`src/rtl/button_conditioner.sv`:
```
// Push-button front-end. It synchronizes and debounces the raw pin, then emits
// press, release and long-press pulses plus a debounced level.
module button_conditioner #(
  parameter int unsigned DEBOUNCE_CYCLES = 10000,
  parameter int unsigned LONG_CYCLES     = 500000
) (
  input  logic clk,
  input  logic rst_n,
  input  logic btn_raw,
  output logic press,
  output logic release_p,
  output logic long_press,
  output logic btn_stable
);

  localparam int unsigned DEB_W  = $clog2(DEBOUNCE_CYCLES);
  localparam int unsigned HOLD_W = (LONG_CYCLES == 0) ? 1 : $clog2(LONG_CYCLES + 1);
  localparam bit          LONG_EN = (LONG_CYCLES != 0);

  localparam logic [DEB_W-1:0]  DEB_LAST  = DEB_W'(DEBOUNCE_CYCLES - 1);
  localparam logic [HOLD_W-1:0] LONG_LAST = HOLD_W'(LONG_CYCLES - 1);
  localparam logic [HOLD_W-1:0] HOLD_MAX  = '1;

  localparam logic [1:0] S_RELEASED    = 2'd0;
  localparam logic [1:0] S_PRESS_DEB   = 2'd1;
  localparam logic [1:0] S_PRESSED     = 2'd2;
  localparam logic [1:0] S_RELEASE_DEB = 2'd3;

  logic [1:0]        sync_q;
  logic              btn_sync;
  logic [1:0]        state, state_nxt;
  logic [DEB_W-1:0]  deb_cnt, deb_nxt;
  logic [HOLD_W-1:0] hold_cnt, hold_nxt;
  logic              long_done, done_nxt;
  logic              press_nxt, rel_nxt, long_nxt, stable_nxt;

  assign btn_sync = sync_q[1];

  // Two-flop synchronizer; the only reader of btn_raw.
  always_ff @(posedge clk) begin
    if (!rst_n) sync_q <= 2'b00;
    else        sync_q <= {sync_q[0], btn_raw};
  end

  // State, counters and registered outputs.
  always_ff @(posedge clk) begin
    if (!rst_n) begin
      state      <= S_RELEASED;
      deb_cnt    <= '0;
      hold_cnt   <= '0;
      long_done  <= 1'b0;
      press      <= 1'b0;
      release_p  <= 1'b0;
      long_press <= 1'b0;
      btn_stable <= 1'b0;
    end else begin
      state      <= state_nxt;
      deb_cnt    <= deb_nxt;
      hold_cnt   <= hold_nxt;
      long_done  <= done_nxt;
      press      <= press_nxt;
      release_p  <= rel_nxt;
      long_press <= long_nxt;
      btn_stable <= stable_nxt;
    end
  end

  // Next-state and output decode.
  always_comb begin
    state_nxt = state;
    deb_nxt   = deb_cnt;
    hold_nxt  = hold_cnt;
    done_nxt  = long_done;
    press_nxt = 1'b0;
    rel_nxt   = 1'b0;
    long_nxt  = 1'b0;
    case (state)
      S_RELEASED: begin
        if (btn_sync) begin
          state_nxt = S_PRESS_DEB;
          deb_nxt   = '0;
        end
      end
      S_PRESS_DEB: begin
        if (!btn_sync) begin
          state_nxt = S_RELEASED;
          deb_nxt   = '0;
        end else if (deb_cnt == DEB_LAST) begin
          state_nxt = S_PRESSED;
          press_nxt = 1'b1;
          hold_nxt  = '0;
          done_nxt  = 1'b0;
          deb_nxt   = '0;
        end else begin
          deb_nxt = deb_cnt + DEB_W'(1);
        end
      end
      S_PRESSED: begin
        if (!btn_sync) begin
          state_nxt = S_RELEASE_DEB;
          deb_nxt   = '0;
        end else begin
          if (hold_cnt != HOLD_MAX) hold_nxt = hold_cnt + HOLD_W'(1);
          if (LONG_EN && (hold_cnt == LONG_LAST) && !long_done) begin
            long_nxt = 1'b1;
            done_nxt = 1'b1;
          end
        end
      end
      S_RELEASE_DEB: begin
        // A bounce back to high resumes the same press: hold count and long flag survive.
        if (btn_sync) begin
          state_nxt = S_PRESSED;
          deb_nxt   = '0;
        end else if (deb_cnt == DEB_LAST) begin
          state_nxt = S_RELEASED;
          rel_nxt   = 1'b1;
          hold_nxt  = '0;
          deb_nxt   = '0;
        end else begin
          deb_nxt = deb_cnt + DEB_W'(1);
        end
      end
      default: state_nxt = S_RELEASED;
    endcase
    stable_nxt = (state_nxt == S_PRESSED) || (state_nxt == S_RELEASE_DEB);
  end

endmodule
```
`config.mk`:
```
export PLATFORM = sky130hd
export DESIGN_NAME = button_conditioner
export DESIGN_NICKNAME = d
export VERILOG_FILES = /design/src/rtl/button_conditioner.sv
export SDC_FILE = /design/constraint.sdc
export NUM_CORES = 1
export LEC_CHECK = 0
export CAP_MARGIN = 20
export CORE_MARGIN = 2
export CORE_UTILIZATION = 60
export CTS_BUF_LIST = sky130_fd_sc_hd__clkbuf_4 sky130_fd_sc_hd__clkbuf_8 sky130_fd_sc_hd__clkbuf_16
export CTS_CLUSTER_DIAMETER = 100
export DETAILED_ROUTE_END_ITERATION = 10
export GPL_TIMING_DRIVEN = 0
export MAX_ROUTING_LAYER = met4
export PLACE_DENSITY_LB_ADDON = 0.2
export RECOVER_POWER = 25
export SYNTH_ARGS = -nofsm -noshare
export SYNTH_HDL_FRONTEND = slang
export SYNTH_SLANG_ARGS = --single-unit
```
`constraint.sdc`:
```
create_clock -name clk -period 2.7 [get_ports clk]
set_clock_uncertainty 0.15 [all_clocks]
set_input_delay 0.27 -clock clk [delete_from_list [all_inputs] [get_ports clk]]
set_output_delay 0.27 -clock clk [all_outputs]
set_load 0.01 [all_outputs]
```
==> flow_summary.toml <==
[status]
run_status = "finished clean"

[synth]
synth.most_common_cell = "dfxtp_1"
synth_commonest_cells = "41 x dfxtp_1, 28 x nand2_1, 26 x nor2_1, 12 x nand3_1, 12 x o21ai_0"
syn_area_um2 = 2090
synth-compound-area-share_pct = 18.2
ys.flop_type = "dfxtp_1"
synth_top_family_by_area = "simple AND/OR/NAND/NOR gates"
synthAdderAreaFrac_pct = 1.20
yosysTopAreaCell = "dfxtp_1"
synth-edff-count = 0
synthCells = 251
synthXorXnorAreaFrac_pct = 5.44
yosysSeqAreaShare_pct = 39.2
yosysTopAreaCellShare_pct = 39.2
synthSimpleGateAreaFrac_pct = 32.1
async_reset_ff_share_pct = 0
synthMuxAreaShare_pct = 0
synth_area_leaders = "dfxtp_1 39%, nand2_1 5.0%, nor2_1 4.7%"
yosysUniqueCellTypes = 53
syn-num-nets = 256
yosys_warnings = 0
synth_seq_cells = 41
avgSynthCellArea_um2 = 8.33

[detailed_routing]
firstDrtPassIters = 4
vias = 1955
drc = 0
drt_iter0_drc = 158
finalWirelength_um = 4780
antenna_left = 0
wl_per_cell_um = 15.3
via_per_inst = 6.27

[setup_path]
critPathCaptureType = "register"
worstSetupPathType = "reg2reg"
cp.arrival_ps = 2710
critPathSlowestCell = "or3_4"
cpPeakStageDelay_ps = 480
critPathMaxFanout = 10
critPathBufInv = 1
cp-start-kind = "register"
path_cells = "ha_1 -> nand4_1 -> or3_4 -> o311ai_2 -> buf_4 -> nor3_1 -> a311o_1"
crit_family = "simple AND/OR/NAND/NOR gates"
worstPathRequired_ps = 2810

[clock_network]
htree_levels = 2
clockRootBuffer = "clkbuf_4"
clk_latency_ps = 360
clockBufferDepth = 2
cts_sinks = 41
cts_made_buffers = 5
cts_tree = "yes"
clk_pin_slew_ps = 130

[floorplan]
dieHeight_um = 63.1
die-area_um2 = 3980
num_rows = 21
initial_utilization_pct = 62.7
ios = 7
die_w_um = 63.1
core_um2 = 3340

[final_layout]
multi_input_area_um2 = 1190
num_antenna_cells = 0
seq_area_um2 = 821
fill_cells = 275
nets = 270
syn_to_final_growth_pct = 10.6
drive_gt1_share_pct = 11.3

[timing]
max_freq_ghz = 0.385
period_share_pct = 96.1
whs_ps = 225
hold_viol_final = 0
relSlewSlack_pct = 59.0
setup_viol = 0
tightest_slew_ps = 615
fin_setup_tns_ps = 0
maxSlewViolCount = 0
fin_crit_ps = 2590
fin_ws_ps = 106

[grt]
groute.usage.overall_pct = 27.0
grt_pass1_wl_um = 8350
grt_pass1_vias = 1825
grt_max_degree = 14
antenna_found_initial = 0
grt_overflow = 0

[power_and_ir_drop]
p_per_area_nw_per_um2 = 486
irDropWorstVdd_mv = 0.468
total_leakage_power_nw = 0.769

[placed_design]
portBuffers = 5
gp_congestion = 0.977
dp_hpwl_um = 3280
place_ws_ps = 125

[run]
max-cap-violations = 0

[hold_path]
min_path_type = "in2reg"
layer usage:
metal	share of wire [%]	track usage (%)
met2	45	39.8
met3	6.7	6.25
met4	1.6	9.44
met5	0	-
met1	47	36.4
where the power goes:
| group | internal, mW | total (mW) | switching, mW |
|---|---|---|---|
| sequential | 0.607 | 0.607 | 0.000430 |
| clock | 0.287 | 0.492 | 0.206 |
| combinational | 0.00581 | 0.0248 | 0.0189 |
| total | 0.899 | 1.12 | 0.225 |
logic make-up (layout without fill, tap and decap cells):
family / count (synthesis) / after routing
AO/OA/AOI/OAI: 51 / 51
XOR/XNOR: 13 / 13
adder cells (fa/ha/maj): 2 / 2
buffers and inverters: 19 / 34
flip-flops: 41 / 41
AND/OR/NAND/NOR: 125 / 125
per-stage QoR:
stage | cells | util [%] | total power [mW] | cell area [um2]
after floorplan | 251 | - | 0.636 | 2090
after global placement | 302 | 65.9 | 0.645 | 2200
after detailed placement | 302 | 65.9 | 0.645 | 2200
after CTS | 310 | 69.0 | 1.13 | 2300
after global routing | 312 | 69.3 | 1.16 | 2310
final | 312 | 69.3 | 1.12 | 2310
layout by cell type (no fill, tap or decap), types with 3 or more instances in the layout:
| master | Yosys | final |
|---|---|---|
| xnor2_1 | 7 | 7 |
| xor2_1 | 6 | 6 |
| dlygate4sd3_1 | 0 | 4 |
| and3_1 | 5 | 5 |
| or2_2 | 3 | 3 |
| clkbuf_4 | 0 | 5 |
| nor3_1 | 10 | 10 |
| nor4_1 | 6 | 6 |
| nand3_1 | 12 | 12 |
| clkbuf_1 | 10 | 9 |
| buf_4 | 1 | 3 |
| or3_1 | 4 | 5 |
| buf_2 | 3 | 3 |
| a211oi_1 | 3 | 3 |
| nand4_1 | 8 | 8 |
| inv_1 | 4 | 4 |
| and2_1 | 4 | 3 |
| o21ai_0 | 12 | 12 |
| o221a_2 | 3 | 3 |
| nand2_1 | 28 | 28 |
| o311ai_0 | 4 | 4 |
| nor2_1 | 26 | 26 |
| dfxtp_1 | 41 | 41 |
| a31oi_1 | 4 | 4 |
| a21oi_1 | 6 | 6 |
worst reg2reg max path: stages, from the launching register on:
cell	delay, ps
dfxtp_1	440
ha_1	230
nand4_1	220
or3_4	480
o311ai_2	370
buf_4	250
nor3_1	60
a311o_1	310
final cells by class:
class | instances | share of cell area (%)
Buffer | 15 | 2.87
Clock buffer | 5 | 1.62
Clock inverter | 3 | 2.81
Inverter | 4 | 0.649
Multi-Input combinational cell | 191 | 51.3
Sequential cell | 41 | 35.5
Tap cell | 46 | 2.49
Timing Repair Buffer | 7 | 2.81
sequential cells by signal, indices dropped and copies added (netlist names):
signal	cells
hold_cnt	19
deb_cnt	14
sync_q	2
btn_stable	1
long_done	1
long_press	1
press	1
release_p	1
state	1
path summary, 6_finish.rpt:
kind	startpoint	to	slack, ps	cells past startpoint
worst max-delay path	hold_cnt[0]	hold_cnt[10]	110	7
worst min-delay path	rst_n	hold_cnt[3]	230	3
worst max register to register	hold_cnt[0]	hold_cnt[10]	110	7
worst min register to register	sync_q[0]	sync_q[1]	300	1
timing repair:
item	4_1_cts	5_1_grt
endpoints found under the hold margin	0	0
resized for setup	0	2
setup buffers	0	2
setup endpoints to repair	0	7
hold buffers	0	0
Power figures use the tool's default switching activity.
